## src/rtl/rf_wr_arbiter.sv

```systemverilog
// Write-port arbiter/sequencer for the 32x32 register file: CPU writeback, buffered
// debug channel and a r1..r31 clear sequencer. Optional stall statistic: ARB_STATS_EN.
module rf_wr_arbiter #(
  parameter int unsigned FIFO_DEPTH = 2,
  parameter int unsigned DW         = 32,
  parameter int unsigned AW         = 5
) (
  input  logic          clk,
  input  logic          rst,
  input  logic          cpu_we,
  input  logic [AW-1:0] cpu_waddr,
  input  logic [DW-1:0] cpu_wdata,
  input  logic          dbg_valid,
  output logic          dbg_ready,
  input  logic [AW-1:0] dbg_waddr,
  input  logic [DW-1:0] dbg_wdata,
  input  logic          clr_start,
  output logic          clr_busy,
  output logic          clr_done,
  output logic          rf_we,
  output logic [AW-1:0] rf_waddr,
  output logic [DW-1:0] rf_wdata,
  output logic [15:0]   dbg_stall_cnt
);

  localparam int unsigned PW   = $clog2(FIFO_DEPTH);
  localparam int unsigned NREG = 1 << AW;

  typedef enum logic [1:0] {IDLE, SCAN, DONE} clr_state_t;

  clr_state_t      state, state_nxt;
  logic [AW-1:0]   ptr, ptr_nxt;
  logic [NREG-1:0] mask, mask_nxt;

  logic [AW-1:0] fifo_addr [FIFO_DEPTH];
  logic [DW-1:0] fifo_data [FIFO_DEPTH];
  logic [PW:0]   wr_ptr, rd_ptr;
  logic          fifo_full, fifo_empty, push, pop;

  logic          grant, clr_grant;
  logic [AW-1:0] g_addr;
  logic [DW-1:0] g_data;

  // Extra pointer bit distinguishes full from empty when the indices match.
  assign fifo_empty = (wr_ptr == rd_ptr);
  assign fifo_full  = (wr_ptr[PW] != rd_ptr[PW]) && (wr_ptr[PW-1:0] == rd_ptr[PW-1:0]);
  assign dbg_ready  = !fifo_full;
  assign push       = dbg_valid && dbg_ready;

  always_ff @(posedge clk) begin
    if (push) begin
      fifo_addr[wr_ptr[PW-1:0]] <= dbg_waddr;
      fifo_data[wr_ptr[PW-1:0]] <= dbg_wdata;
    end
  end

  always_ff @(posedge clk or negedge rst) begin
    if (!rst) begin
      wr_ptr <= '0;
      rd_ptr <= '0;
    end else begin
      if (push) wr_ptr <= wr_ptr + (PW+1)'(1);
      if (pop)  rd_ptr <= rd_ptr + (PW+1)'(1);
    end
  end

  always_comb begin
    grant     = 1'b0;
    clr_grant = 1'b0;
    pop       = 1'b0;
    g_addr    = '0;
    g_data    = '0;
    if (cpu_we) begin
      grant  = 1'b1;
      g_addr = cpu_waddr;
      g_data = cpu_wdata;
    end else if (!fifo_empty) begin
      grant  = 1'b1;
      pop    = 1'b1;
      g_addr = fifo_addr[rd_ptr[PW-1:0]];
      g_data = fifo_data[rd_ptr[PW-1:0]];
    end else if (state == SCAN && !mask[ptr]) begin
      grant     = 1'b1;
      clr_grant = 1'b1;
      g_addr    = ptr;
    end
  end

  always_ff @(posedge clk or negedge rst) begin
    if (!rst) begin
      state <= IDLE;
      ptr   <= '0;
      mask  <= '0;
    end else begin
      state <= state_nxt;
      ptr   <= ptr_nxt;
      mask  <= mask_nxt;
    end
  end

  // The skip test reads the pre-update mask; a write landing on ptr this cycle
  // causes a hold now and a skip next cycle.
  always_comb begin
    state_nxt = state;
    ptr_nxt   = ptr;
    mask_nxt  = mask;
    case (state)
      IDLE: begin
        if (clr_start) begin
          state_nxt = SCAN;
          ptr_nxt   = AW'(1);
          mask_nxt  = '0;
        end
      end
      SCAN: begin
        if (grant && !clr_grant) mask_nxt[g_addr] = 1'b1;
        if (mask[ptr] || clr_grant) begin
          if (ptr == '1) state_nxt = DONE;
          else           ptr_nxt   = ptr + AW'(1);
        end
      end
      DONE:    state_nxt = IDLE;
      default: state_nxt = IDLE;
    endcase
  end

  assign clr_busy = (state == SCAN);
  assign clr_done = (state == DONE);

  always_ff @(posedge clk or negedge rst) begin
    if (!rst) begin
      rf_we    <= 1'b0;
      rf_waddr <= '0;
      rf_wdata <= '0;
    end else begin
      rf_we <= grant && (g_addr != '0);
      if (grant) begin
        rf_waddr <= g_addr;
        rf_wdata <= g_data;
      end
    end
  end

`ifdef ARB_STATS_EN
  always_ff @(posedge clk or negedge rst) begin
    if (!rst)                                           dbg_stall_cnt <= '0;
    else if (!fifo_empty && cpu_we && dbg_stall_cnt != '1) dbg_stall_cnt <= dbg_stall_cnt + 16'd1;
  end
`else
  assign dbg_stall_cnt = '0;
`endif

endmodule

```

## config.mk

```make
export PLATFORM = sky130hd
export DESIGN_NAME = rf_wr_arbiter
export DESIGN_NICKNAME = d
export VERILOG_FILES = /design/src/rtl/rf_wr_arbiter.sv
export SDC_FILE = /design/constraint.sdc
export NUM_CORES = 1
export LEC_CHECK = 0
export ABC_AREA = 1
export BUFFER_PORTS_ARGS = -buffer_cell sky130_fd_sc_hd__buf_2
export CAP_MARGIN = 20
export CORE_ASPECT_RATIO = 1.5
export CORE_UTILIZATION = 55
export DETAILED_ROUTE_END_ITERATION = 6
export MAX_ROUTING_LAYER = met4
export PLACE_DENSITY_LB_ADDON = 0.2
export SLEW_MARGIN = 20
export SYNTH_ARGS = -nofsm -noshare
export SYNTH_HDL_FRONTEND = slang
export SYNTH_SLANG_ARGS = --single-unit
```

## constraint.sdc

```tcl
create_clock -name clk -period 4.35 [get_ports clk]
set_input_delay 0.2175 -clock clk [delete_from_list [all_inputs] [get_ports clk]]
set_output_delay 0.2175 -clock clk [all_outputs]
set_load 0.01 [all_outputs]
```

# [Word level (Yosys, flattened, before mapping)]
# Memory sizes are Yosys's and may differ from the RTL's.
# Cells that the tools add are included.
[word_totals] register_bits=81 latchBits=0 ramBits=74 mem_bits_ro=0 in_bits=79 output_inout_bits=57 wordCells=73 mem_count=2
[memory_table] memory="fifo_data" depth=2 word_bits=32 read_ports=1 rd_ports_with_merged_regs=0 write_ports=1 line="36" rtl="logic [DW-1:0] fifo_data [FIFO_DEPTH];"
[memory_table] memory="fifo_addr" depth=2 word_bits=5 read_ports=1 rd_ports_with_merged_regs=0 write_ports=1 line="35" rtl="logic [AW-1:0] fifo_addr [FIFO_DEPTH];"
[classes] add_sub_neg=3 mul=0 div=0 order_cmp=3 eq_ne=11 n_shift=0 mux=29 bitwise_logic=1 n_reduce_logical=16
[op_table] op="2-to-1 mux 32 bit" n=4
[op_table] op="one-hot mux 32 bit (2 select lines)" n=1
[op_table] op="bitwise OR 32 bit" n=1
[op_table] op="2-to-1 mux 5 bit" n=6
[op_table] op="less-than comparator 5 x 6 -> 1 bit, second input constant" n=2
[op_table] op="2-to-1 mux 1 bit" n=11
[op_table] op="one-hot mux 5 bit (2 select lines)" n=1
[op_table] op="logical AND 1 bit" n=6
[op_table] op="2-to-1 mux 2 bit" n=3
[op_table] op="!= test 2 x 1 -> 1 bit, second input constant" n=3
[op_table] op="AND reduction 3 bit" n=2
[op_table] op="adder 5 x 1 -> 5 bit, second input constant" n=1
[op_table] op="binary-select mux 1 bit (select 5 bit)" n=1
[op_table] op="demux 1 bit (select 5 bit)" n=1
[op_table] op="== test 5 bit, second input constant" n=1
[op_table] op=">= comparator 5 x 1 -> 1 bit, second input constant" n=1
[op_table] op="nonzero test 5 bit" n=1
[op_table] op="adder 2 x 1 -> 2 bit, second input constant" n=2
[op_table] op="!= test 2 bit, second input constant" n=2
[op_table] op="one-hot mux 2 bit (2 select lines)" n=1
[op_table] op="AND reduction 4 bit" n=1
[op_table] op="zero test 1 bit" n=3
[op_table] op="== test 2 x 1 -> 1 bit, second input constant" n=1
[op_table] op="== test 2 bit" n=1
[op_table] op="6 further kinds" n=6

# [Logic depth before layout (Yosys ltp)]
# Gate-level depths: netlist of the first run.
[logic_depth] word_depth=14 depth_mapped=18 depth_no_buf=17

# [Worst setup path before layout of the first run]
# No wires, ideal clock.
[synth_path] path_type="register to register" from="register wr_ptr[1]" to="memory fifo_addr[1][0] (enable)" setup_ns=0.435 t_arrival_ns=2.481 required_ns=3.915 path_slack_ns=1.434 stages_incl_launch_ff=6 path_buffers=0 period_less_slack_ns=2.916 path_cell_list="dfrtp_1 > xnor2_1 > inv_1 > nand2_1 > nand2_1 > nor2_1"
[synth_via] elab_chain_len=6
[synth_rtl] item="start, declared" line="37" rtl="logic [PW:0] wr_ptr, rd_ptr;"
[synth_rtl] item="start signal, assigned" line="62" rtl="if (push) wr_ptr <= wr_ptr + (PW+1)'(1);"
[synth_rtl] item="!= test 1 bit" line="46" rtl="assign fifo_full = (wr_ptr[PW] != rd_ptr[PW]) && (wr_ptr[PW-1:0] == rd_ptr[PW-1:0]);"
[synth_rtl] item="logical AND 1 bit" line="46"
[synth_rtl] item="zero test 1 bit" line="47" rtl="assign dbg_ready = !fifo_full;"
[synth_rtl] item="named net dbg_ready" line="14" rtl="output logic dbg_ready,"
[synth_rtl] item="logical AND 1 bit" line="48" rtl="assign push = dbg_valid && dbg_ready;"
[synth_rtl] item="2-to-1 mux 1 bit" line="51" rtl="if (push) begin"
[synth_rtl] item="2-to-1 mux 1 bit (implied by the code)" line="52" rtl="fifo_addr[wr_ptr[PW-1:0]] <= dbg_waddr;"
[synth_rtl] item="end, declared" line="35"
# The timed path passes the listed nets, and every way through them passes these cells.

# [Worst setup path in the final report of the first run]
[layout_path] from="register rd_ptr[0]" to="register mask[3]"
[layout_via] elab_chain_len=10 word_cells_on_any_way=20 classes_between="order compare (2); eq/ne (2); mux (10); bitwise (1); reduce/logical (4); memory (1)"
[layout_rtl] item="start, declared" line="37"
[layout_rtl] item="start signal, assigned" line="63" rtl="if (pop) rd_ptr <= rd_ptr + (PW+1)'(1);"
[layout_rtl] item="memory read (2 x 5 bit) or == test 2 bit (tied branches)"
[layout_rtl] item="2-to-1 mux 5 bit" line="77" rtl="end else if (!fifo_empty) begin"
[layout_rtl] item="2-to-1 mux 5 bit" line="73" rtl="if (cpu_we) begin"
[layout_rtl] item="less-than comparator 5 x 6 -> 1 bit (implied by the code) or >= comparator 5 x 1 -> 1 bit (tied branches)" line="116" rtl="if (grant && !clr_grant) mask_nxt[g_addr] = 1'b1;"
[layout_rtl] item="logical AND 1 bit (implied by the code)" line="116"
[layout_rtl] item="2-to-1 mux 1 bit (implied by the code)" line="116"
[layout_rtl] item="demux 1 bit (select 5 bit)" line="116"
[layout_rtl] item="bitwise OR 32 bit (no line)"
[layout_rtl] item="2-to-1 mux 32 bit" line="116"
[layout_rtl] item="one-hot mux 32 bit (2 select lines)" line="107" rtl="case (state)"
[layout_rtl] item="end signal, assigned" line="97" rtl="mask <= mask_nxt;"
[layout_rtl] item="end, declared" line="33" rtl="logic [NREG-1:0] mask, mask_nxt;"
# Parallel ways exist; a longest one is shown, timed or not. The select of a mux whose other input is x is not followed.
# A chain may end at the register's enable or synchronous reset.

==> results of run 1 <==
-- worst paths after layout --
kind | from | endpoint
worst max-delay path | rd_ptr[0]$_DFFE_PN0P_ | mask[3]$_DFFE_PN0P_
worst min-delay path | dbg_wdata[24] | fifo_data[0][24]$_DFFE_PP_
worst max register to register | rd_ptr[0]$_DFFE_PN0P_ | mask[3]$_DFFE_PN0P_
worst min register to register | rd_ptr[1]$_DFFE_PN0P_ | rd_ptr[1]$_DFFE_PN0P_
max in group asynchronous | rst | mask[3]$_DFFE_PN0P_
min in group asynchronous | rst | mask[16]$_DFFE_PN0P_
-- cell families after synthesis --
kind of cell / Yosys count
other: 1
adder cells (fa/ha/maj): 2
AND/OR/NAND/NOR: 324
buffers and inverters: 109
XOR/XNOR: 4
flip-flops: 155
AO/OA/AOI/OAI: 82
-- critical path: cells and delay by family (launching register included) --
family | cells | cell delay, ps
buf+inv | 4 | 1050
simple gates | 8 | 960
flops | 1 | 330
compound gates | 2 | 310
xor+xnor | 1 | 230
-- area by class of cell --
class,instances,share of cell area (%)
Timing Repair Buffer,160,12.09
Sequential cell,155,50.74
Tap cell,153,2.286
Multi-Input combinational cell,428,25.12
Clock inverter,14,1.838
Clock buffer,18,5.125
Inverter,62,2.809
-- registers in the layout, summed over array words and instances (netlist names) --
register / count
ptr: 5
rd_ptr: 2
wr_ptr: 2
fifo_addr: 10
state: 2
rf_we: 1
mask: 32
rf_wdata: 32
rf_waddr: 5
fifo_data: 64
-- synthesized netlist by cell type (4+ instances only) --
master and instances:
sky130_fd_sc_hd__a21oi_1 34, sky130_fd_sc_hd__buf_2 8, sky130_fd_sc_hd__buf_4 17, sky130_fd_sc_hd__clkbuf_1 18, sky130_fd_sc_hd__dfrtp_1 81, sky130_fd_sc_hd__edfxtp_1 74
sky130_fd_sc_hd__inv_1 55, sky130_fd_sc_hd__inv_2 5, sky130_fd_sc_hd__nand2_1 143, sky130_fd_sc_hd__nand3_1 70, sky130_fd_sc_hd__nand4_1 6, sky130_fd_sc_hd__nor2_1 87
sky130_fd_sc_hd__nor2_2 9, sky130_fd_sc_hd__nor2_4 4, sky130_fd_sc_hd__o21ai_0 6, sky130_fd_sc_hd__o311ai_0 32
-- repair_timing --
action                                 CTS  global route
endpoints found under the hold margin   70            81
buffers inserted                         0             0
setup endpoints to repair                0             0
hold buffers                            35             1
-- stage by stage --
stage	power (mW)	hold slack (ps)	cell area, um^2	std cells
2_1_floorplan	3.757	-78.09	6823	692
3_3_place_gp	4.384	404.7	7407	921
3_5_place_dp	4.453	408.5	7407	921
4_1_cts	5.917	0.1969	8341	988
5_1_grt	6.289	2.573	8374	990
6_report	5.947	6.610	8374	990
-- layer usage --
| layer | share of wire [%] | track usage, % | vias up |
|---|---|---|---|
| met5 | 0 | - | - |
| li1 | - | - | 2541 |
| met1 | 35 | 28.93 | 2558 |
| met4 | 4.4 | 17.01 | 0 |
| met2 | 55 | 48.97 | 250 |
| met3 | 5.7 | 5.243 | 63 |
-- power breakdown --
group	internal (mW)	switching (mW)	leakage (nW)
clock network	0.810	0.633	0.279
logic	0.667	1.45	1.68
registers	2.11	0.277	1.72
==> flow_metrics.env, run 1 <==
export IMPL_finalCriticalPeriod_ps=2969
export IMPL_cts_path_max_buffers=2
export IMPL_design_die_area_um2=12760
export IMPL_multi_input_area_um2=2103
export IMPL_worst_ep_arrival_time_ps=3310
export IMPL_grt_pass1_wl_mm=25.89
export IMPL_netlist_cell_type_count=35
export IMPL_grt_overflow_total=0
export IMPL_vertical_extent_of_the_die_um=137.8
export IMPL_r2r_cells=15
export IMPL_die_boundary_width_um=92.57
export IMPL_count_of_flip_flops_with_a_built_in_enable_after_synthesis=74
export IMPL_worstHoldPathCells=1
export IMPL_route_detailed_vias_per_inst=5.467
export IMPL_grt_resource_usage_total_pct=27.95
export IMPL_diodes=0
export IMPL_layout_commonest_cell="sky130_fd_sc_hd__nand2_1"
export IMPL_first_global_vias=5519
export IMPL_synthCells=677
export IMPL_startpoint_type="flip-flop"
export IMPL_timing_hold_worst_class="primary input to flip-flop"
export IMPL_final_net_count=905
export IMPL_boundary_pins=136
export IMPL_placementRows=49
export IMPL_drt_iter0_drc=402
export IMPL_min_period_over_period_pct=68.25
export IMPL_dp_slack_ps=1445
export IMPL_slew_headroom_pct=27.30
export IMPL_cp_end_kind="flip-flop"
export IMPL_grt_start_max_net_pins=82
export IMPL_grt_antenna_before_repair=0
export IMPL_synth_avg_cell_area_um2=9.995
export IMPL_crit_slowest_cell="sky130_fd_sc_hd__inv_2"
export IMPL_cts_htree_levels=4
export IMPL_area_growth_synth_to_final_pct=23.76
export IMPL_finalWorstSetupSlack_ps=1381
export IMPL_fmaxAchievable_ghz=0.3368
export IMPL_leakage_nw=3.678
export IMPL_post_synth_instance_area_um2=6766
export IMPL_yosysSeqAreaShare_pct=62.80
export IMPL_drt_wl_total_mm=16.61
export IMPL_final_hold_viol_count=0
export IMPL_critical_path_class="flip-flop to flip-flop"
export IMPL_timing_worst_slew_pin_value_ps=1088
export IMPL_register_area_um2=4249
export IMPL_yosys_most_used_dff="sky130_fd_sc_hd__dfrtp_1"
export IMPL_place_detailed_hpwl_mm=10.71
export IMPL_yosys_area_share_simple_pct=20.73
export IMPL_unrepaired_setup_endpoints_after_global_routing="no"
export IMPL_final_max_slew_viol_count=0
export IMPL_synth_top_family_by_area="simple AND/OR/NAND/NOR gates"
export IMPL_status="completed"
export IMPL_final_setup_tns_ps=0
export IMPL_synth_top_cell_by_area="sky130_fd_sc_hd__edfxtp_1"
export IMPL_setup_violations_final=0
export IMPL_initial_utilization_pct=56.31
export IMPL_cts_root_buffer_cell="sky130_fd_sc_hd__clkbuf_16"
export IMPL_final_core_utilization_pct=69.69
export IMPL_cts_inserted_buffers=17
export IMPL_synthesis_yosys_warnings=0
export IMPL_clkSlewWorstSetupHoldPaths_ps=70
export IMPL_numPortBuffers=119
export IMPL_synth_async_reset_ratio_pct=52.26
export IMPL_slowest_stage_delay_on_critical_path_ps=450
export IMPL_clk_insertion_delay_late_ps=420
export IMPL_synth_compound_gate_area_share_pct=8.247
export IMPL_cells_taking_the_most_area_after_synthesis="sky130_fd_sc_hd__edfxtp_1, sky130_fd_sc_hd__dfrtp_1, sky130_fd_sc_hd__nand2_1"
export IMPL_vdd_ir_drop_worst_uv=423.2
export IMPL_synth_seq_cells=155
export IMPL_routed_vias=5412
export IMPL_synthMuxAreaShare_pct=0
export IMPL_drt_pass1_iter_count=5
export IMPL_critical_path_top_cell_by_count="sky130_fd_sc_hd__nor2_1"
export IMPL_crit_path_max_fanout=40
export IMPL_route_detailed_wl_per_inst_um=16.77
export IMPL_synth_top_cell_area_share_pct=32.84
export IMPL_synth_xor_area_share_pct=0.5178
export IMPL_clock_sinks=155
export IMPL_maxCapViolCount=0
export IMPL_synth_adder_area_share_pct=0.3698
export IMPL_final_fill_count=916
export IMPL_final_cell_mix="sky130_fd_sc_hd__nand2_1, sky130_fd_sc_hd__buf_2, sky130_fd_sc_hd__nor2_1"
export IMPL_setup_reg_to_reg_worst_slack_ps=1380
export IMPL_crit_path_cell_trace="buf_4 -> xnor2_1 -> nand2_1 -> inv_2 -> nor2_4 -> inv_2 -> a21oi_1 -> a21o_1 -> inv_1 -> nand2_2 -> nor2_2 -> nand2_1 -> nor2_1 -> nor2_1 -> nor2_1"
export IMPL_gpl_final_weighted_congestion=1.011
export IMPL_power_density_nw_per_um2=710.1
export IMPL_detail_route_drc_violations=0
export IMPL_cts_tree="built"
export IMPL_placeableCoreArea_um2=12020
export IMPL_layout_drive_gt1_share_pct=21.98
export IMPL_antenna_left=0
export IMPL_ctsResizeCount=0
export IMPL_clock_skew_final_ps=8.864
export IMPL_required_ps=4690
(Power assumes the default switching activity.)
==> inputs of run 2 (changes only) <==
clock period = 2.9 ns   (was 4.35 ns; I/O delays follow)
==> run 2 against run 1 <==
Against the previous run: core utilization rose by 2.9 points; register-to-register slack got worse by 910 ps; clock skew rose by 0.68 ps; sequential cell count did not move; combinational power rose by 59%; critical endpoint is now mask[14]$_DFFE_PN0P_; routed wire length rose by 5.9%; sequential power rose by 48%; cell count rose by 3.8%; via count rose by 3.1%; clock-buffer cell count did not move; largest power group unchanged.
==> flow_metrics.env, run 2 (synthesized netlist as in run 1, its figures left out) <==
export IMPL_area_growth_synth_to_final_pct=28.99
export IMPL_grt_overflow_total=0
export IMPL_min_period_over_period_pct=83.59
export IMPL_crit_path_max_fanout=17
export IMPL_unrepaired_setup_endpoints_after_global_routing="no"
export IMPL_cts_inserted_buffers=17
export IMPL_dp_slack_ps=535.3
export IMPL_antenna_left=0
export IMPL_layout_drive_gt1_share_pct=21.83
export IMPL_status="completed"
export IMPL_numPortBuffers=119
export IMPL_grt_pass1_wl_mm=27.55
export IMPL_drt_wl_total_mm=17.59
export IMPL_die_boundary_width_um=92.57
export IMPL_timing_hold_worst_class="primary input to flip-flop"
export IMPL_setup_violations_final=0
export IMPL_leakage_nw=3.831
export IMPL_grt_antenna_before_repair=0
export IMPL_placementRows=49
export IMPL_final_max_slew_viol_count=0
export IMPL_initial_utilization_pct=56.31
export IMPL_power_total_mw=9.018
export IMPL_design_die_area_um2=12760
export IMPL_placeableCoreArea_um2=12020
export IMPL_final_core_utilization_pct=72.64
export IMPL_postPlaceCellArea_um2=7500
export IMPL_worst_ep_arrival_time_ps=2740
export IMPL_routed_vias=5582
export IMPL_final_cell_mix="sky130_fd_sc_hd__nand2_1, sky130_fd_sc_hd__buf_2, sky130_fd_sc_hd__nor2_1"
export IMPL_slowest_stage_delay_on_critical_path_ps=470
export IMPL_final_hold_viol_count=0
export IMPL_place_detailed_hpwl_mm=11.28
export IMPL_critical_path_class="flip-flop to flip-flop"
export IMPL_power_density_nw_per_um2=1033
export IMPL_required_ps=3220
export IMPL_hold_start="cpu_wdata[22]"
export IMPL_vertical_extent_of_the_die_um=137.8
export IMPL_cp_end_kind="flip-flop"
export IMPL_startpoint_type="flip-flop"
export IMPL_layout_commonest_cell="sky130_fd_sc_hd__nand2_1"
export IMPL_final_setup_tns_ps=0
export IMPL_clock_skew_final_ps=9.544
export IMPL_cts_path_max_buffers=2
export IMPL_critical_path_top_cell_by_count="sky130_fd_sc_hd__nand2_1"
export IMPL_slew_headroom_pct=36.17
export IMPL_detail_route_drc_violations=0
export IMPL_cts_tree="built"
export IMPL_boundary_pins=136
export IMPL_finalWorstSetupSlack_ps=475.9
export IMPL_timing_worst_slew_pin_value_ps=956.3
export IMPL_vdd_ir_drop_worst_uv=614.2
export IMPL_crit_path_cell_trace="inv_2 -> nand2_1 -> nand3_1 -> nand2_1 -> nand2_1 -> nand2_1 -> inv_1 -> nand2_1 -> a21oi_2 -> nand4_1 -> nand2_2 -> nand2_1 -> nor2_2 -> nand2_1 -> a21oi_1"
export IMPL_maxCapViolCount=0
export IMPL_grt_resource_usage_total_pct=29.90
export IMPL_crit_slowest_cell="sky130_fd_sc_hd__dfrtp_1"
export IMPL_crit_start="ptr[0]$_DFFE_PN0P_"
export IMPL_first_global_vias=5817
export IMPL_cts_htree_levels=4
export IMPL_r2r_start="ptr[0]$_DFFE_PN0P_"
export IMPL_diodes=0
export IMPL_largest_reg_flops=64
export IMPL_finalCriticalPeriod_ps=2424
export IMPL_route_detailed_vias_per_inst=5.430
export IMPL_clock_sinks=155
export IMPL_final_net_count=943
export IMPL_drt_iter0_drc=271
export IMPL_route_detailed_wl_per_inst_um=17.11
export IMPL_grt_start_max_net_pins=82
export IMPL_clk_insertion_delay_late_ps=420
export IMPL_gpl_final_weighted_congestion=1.034
export IMPL_stdcell_area_um2=8728
export IMPL_cts_root_buffer_cell="sky130_fd_sc_hd__clkbuf_16"
export IMPL_clkSlewWorstSetupHoldPaths_ps=60
export IMPL_drt_pass1_iter_count=7
export IMPL_fmaxAchievable_ghz=0.4125
run 2: changes by cell type in the layout (fill, tap and decap cells not counted), sizes merged:
cell         delta
inv             -1
clkinv          -1
dlygate4sd3    +30
clkinvlp        +2
buf             +8
run 2: critical path, delay by kind of cell, from the launching register on:
| kind | cells | cell delay (ps) |
|---|---|---|
| AO/OA/AOI/OAI | 2 | 360 |
| buffers and inverters | 2 | 330 |
| flip-flops | 1 | 470 |
| AND/OR/NAND/NOR | 11 | 1160 |
run 2: path summary, 6_finish.rpt:
path | endpoint | slack, ps | cells after the start
setup reg to reg | mask[14]$_DFFE_PN0P_ | 480 | 15
min in group asynchronous | ptr[2]$_DFFE_PN0P_ | 330 | 2
hold / removal | rf_wdata[22]$_DFFE_PN0P_ | 8 | 3
hold reg to reg | wr_ptr[1]$_DFFE_PN0P_ | 490 | 1
max in group asynchronous | rf_wdata[11]$_DFFE_PN0P_ | 2040 | 2
setup / recovery | mask[14]$_DFFE_PN0P_ | 480 | 15
run 2: power by group:
| part | switching [mW] | leakage [nW] | total, mW | internal, mW |
|---|---|---|---|---|
| Clock | 0.928 | 0.265 | 2.12 | 1.20 |
| Combinational | 2.27 | 1.85 | 3.37 | 1.10 |
| Sequential | 0.362 | 1.72 | 3.52 | 3.16 |
| Total | 3.56 | 3.83 | 9.02 | 5.46 |
run 2: area by class of cell:
cell class,instances,area [um^2]
well taps,153,191.4
fillers,894,3288
flip-flops and latches,155,4249
clock buffers,18,429.2
inverters,62,235.2
clock inverters,14,135.1
multi-input cells,428,2103
repair buffers,198,1385
run 2: per-layer routing:
layer / wire [um] / vias up / GRT usage (%) / part of all wire (%)
met5: 0 / - / - / 0
met4: 545 / 0 / 15.71 / 3.1
met3: 1038 / 49 / 5.408 / 5.9
met2: 9883 / 233 / 54.44 / 56
met1: 6117 / 2688 / 30.30 / 35
li1: - / 2612 / - / -
run 2: per-stage QoR:
stage	hold slack, ps	instances
global route	3.304	1028
global placement	332.4	930
CTS	1.097	1028
finish	8.068	1028
floorplan	-150.6	692
detailed placement	336.7	930
run 2: what timing repair did:
action | 4_1_cts | 5_1_grt
hold buffers | 66 | 0
resized for setup | 0 | 0
setup buffers | 0 | 0
hold endpoints to repair | 183 | 0
==> inputs of run 3 (changes only) <==
CORE_UTILIZATION = 50   (was 55)
clock period = 2 ns   (was 2.9 ns; I/O delays follow)
==> run 3 against run 2 <==
Against the previous run: the flow now finishes with violations (negative setup slack); non-clock buffer count grew 50; clock skew grew 0.69 ps; clock power grew 54%; register-to-register slack lost 750 ps; die area grew 9.8%; largest power group is now combinational logic.
==> flow_metrics.env, run 3 (synthesized netlist as in run 1, its figures left out) <==
export IMPL_gpl_final_weighted_congestion=0.9940
export IMPL_p_int_mw=8.795
export IMPL_grt_overflow_total=0
export IMPL_netSwitchingFraction_pct=40.20
export IMPL_p_comb_share_pct=43.1
export IMPL_clk_insertion_delay_late_ps=420
export IMPL_startpoint_type="flip-flop"
export IMPL_cts_root_buffer_cell="sky130_fd_sc_hd__clkbuf_16"
export IMPL_required_ps=2350
export IMPL_instances_no_fill=1085
export IMPL_boundary_pins=136
export IMPL_power_net_switching_mw=5.912
export IMPL_grt_pass1_wl_mm=28.55
export IMPL_vertical_extent_of_the_die_um=144.5
export IMPL_clkSlewWorstSetupHoldPaths_ps=70
export IMPL_leakage_nw=4.200
export IMPL_die_boundary_width_um=96.99
export IMPL_layout_drive_gt1_share_pct=31.53
export IMPL_worst_ep_arrival_time_ps=2620
export IMPL_maxCapViolCount=0
export IMPL_final_hold_viol_count=0
export IMPL_setup_violations_final=73
export IMPL_cp_end_kind="flip-flop"
export IMPL_clock_skew_final_ps=10.23
export IMPL_clock_sinks=155
export IMPL_grt_resource_usage_total_pct=27.14
export IMPL_drt_iter0_drc=343
export IMPL_final_max_slew_viol_count=0
export IMPL_status="finished, violations left"
export IMPL_finalCriticalPeriod_ps=2272
export IMPL_layout_commonest_cell="sky130_fd_sc_hd__nand2_1"
export IMPL_antenna_left=0
export IMPL_drt_wl_total_mm=18.69
export IMPL_vdd_ir_drop_worst_uv=802.2
export IMPL_final_cell_mix="sky130_fd_sc_hd__nand2_1, sky130_fd_sc_hd__buf_2, sky130_fd_sc_hd__dfrtp_1"
export IMPL_fmaxAchievable_ghz=0.4401
export IMPL_area_growth_synth_to_final_pct=41.11
export IMPL_route_detailed_wl_per_inst_um=17.22
export IMPL_cts_tree="built"
export IMPL_first_global_vias=6303
export IMPL_routed_vias=5936
export IMPL_design_die_area_um2=14010
export IMPL_grt_antenna_before_repair=0
export IMPL_seq_power_share_pct=34.7
export IMPL_drt_pass1_iter_count=6
export IMPL_cts_inserted_buffers=17
export IMPL_finalWorstSetupSlack_ps=-272.0
export IMPL_route_detailed_vias_per_inst=5.471
export IMPL_placementRows=51
export IMPL_critical_path_class="flip-flop to flip-flop"
export IMPL_timing_hold_worst_class="primary input to flip-flop"
export IMPL_final_net_count=994
export IMPL_violations="negative setup slack"
export IMPL_unrepaired_setup_endpoints_after_global_routing="yes"
export IMPL_cts_path_max_buffers=2
export IMPL_placed_cells=969
export IMPL_holdWs_ps=17.73
export IMPL_min_period_over_period_pct=113.6
export IMPL_pwr_share_clk_pct=22.2
export IMPL_final_core_utilization_pct=72.99
export IMPL_detail_route_drc_violations=0
export IMPL_timing_worst_slew_pin_value_ps=625.8
export IMPL_crit_path_max_fanout=7
export IMPL_place_detailed_hpwl_mm=11.71
export IMPL_dp_slack_ps=-274.0
export IMPL_numPortBuffers=119
export IMPL_slew_headroom_pct=58.28
export IMPL_initial_utilization_pct=51.73
export IMPL_placeableCoreArea_um2=13080
export IMPL_grt_start_max_net_pins=44
export IMPL_largest_reg_flops=64
export IMPL_power_density_nw_per_um2=1540
export IMPL_diodes=0
export IMPL_cts_htree_levels=4
==> run 3: changes by cell type in the layout (fill, tap and decap cells not counted), moves of 7 or more <==
cell	previous run	this run
sky130_fd_sc_hd__nand3_1	70	61
sky130_fd_sc_hd__buf_4	11	45
sky130_fd_sc_hd__buf_6	1	8
sky130_fd_sc_hd__nand3_2	0	8
sky130_fd_sc_hd__o311ai_1	0	10
sky130_fd_sc_hd__nor2_4	7	17
sky130_fd_sc_hd__nor2_1	84	76
sky130_fd_sc_hd__nand2_1	143	119
sky130_fd_sc_hd__nand2_2	2	20
sky130_fd_sc_hd__o311ai_0	32	22
sky130_fd_sc_hd__a21oi_1	34	27
==> run 3: metrics by stage <==
| step | total power, mW | area (um^2) | TNS (ps) |
|---|---|---|---|
| floorplan | 8.180 | 6838 | 0 |
| CTS | 14.06 | 9280 | -2444 |
| global route | 15.47 | 9548 | -15760 |
| global placement | 10.11 | 7780 | -4960 |
| finish | 14.71 | 9548 | -9053 |
| detailed placement | 10.27 | 7780 | -9303 |
==> run 3: area by class of cell <==
class	count	area, um^2
Timing Repair inverter	1	11.26
Sequential cell	155	4250
Inverter	62	247.7
Fill cell	867	3533
Timing Repair Buffer	248	1844
Multi-Input combinational cell	428	2382
Tap cell	159	198.9
Clock buffer	17	425.4
Clock inverter	15	187.7
==> run 3: what timing repair did <==
action	CTS	global route
pin swaps	4	29
endpoints found under the hold margin	148	0
cloned	0	2
setup buffers	4	8
hold buffers	71	0
gates resized for setup	39	71
endpoints found under the setup margin	77	77
==> run 3: final timing paths <==
| kind | endpoint | start | depth (start not counted) | slack, ps |
|---|---|---|---|---|
| max | mask[8]$_DFFE_PN0P_ | ptr[0]$_DFFE_PN0P_ | 14 | -270 |
| min | state[0]$_DFFE_PN0P_ | clr_start | 3 | 20 |
| min reg2reg | rd_ptr[1]$_DFFE_PN0P_ | rd_ptr[1]$_DFFE_PN0P_ | 1 | 500 |
| max in group asynchronous | rf_waddr[3]$_DFFE_PN0P_ | rst | 3 | 1200 |
| min in group asynchronous | state[1]$_DFFE_PN0P_ | rst | 2 | 240 |
| max reg2reg | mask[8]$_DFFE_PN0P_ | ptr[0]$_DFFE_PN0P_ | 14 | -270 |
==> run 3: per-layer routing <==
| layer | track usage (%) | vias up | part of all wire [%] |
|---|---|---|---|
| met5 | - | - | 0 |
| met4 | 16.97 | 0 | 4.6 |
| met3 | 5.268 | 87 | 6.0 |
| met2 | 48.59 | 286 | 54 |
| met1 | 27.24 | 2837 | 35 |
| li1 | - | 2726 | - |
==> run 3: critical path: stages (launching register included) <==
cell                      delay (ps)
sky130_fd_sc_hd__dfrtp_2         490
sky130_fd_sc_hd__buf_6           160
sky130_fd_sc_hd__inv_8            60
sky130_fd_sc_hd__nand2_1          50
sky130_fd_sc_hd__nand3_1          70
sky130_fd_sc_hd__nand3_1          70
sky130_fd_sc_hd__nand3_1         100
sky130_fd_sc_hd__nand2_2          90
sky130_fd_sc_hd__a21oi_4         180
sky130_fd_sc_hd__nand4_1         250
sky130_fd_sc_hd__nand2_4         200
sky130_fd_sc_hd__nand2_4          80
sky130_fd_sc_hd__nor2_4          170
sky130_fd_sc_hd__nand2_1          90
sky130_fd_sc_hd__a21oi_2         120
==> run 3: power groups by stage <==
stage / sequential, mW / clock (mW) / combinational [mW]
3_3_place_gp: 5.08 / 0 / 5.03
3_5_place_dp: 5.11 / 0 / 5.16
4_1_cts: 5.07 / 3.30 / 5.69
6_report: 5.11 / 3.26 / 6.34
5_1_grt: 5.20 / 3.43 / 6.84
2_1_floorplan: 5.20 / 0 / 2.98
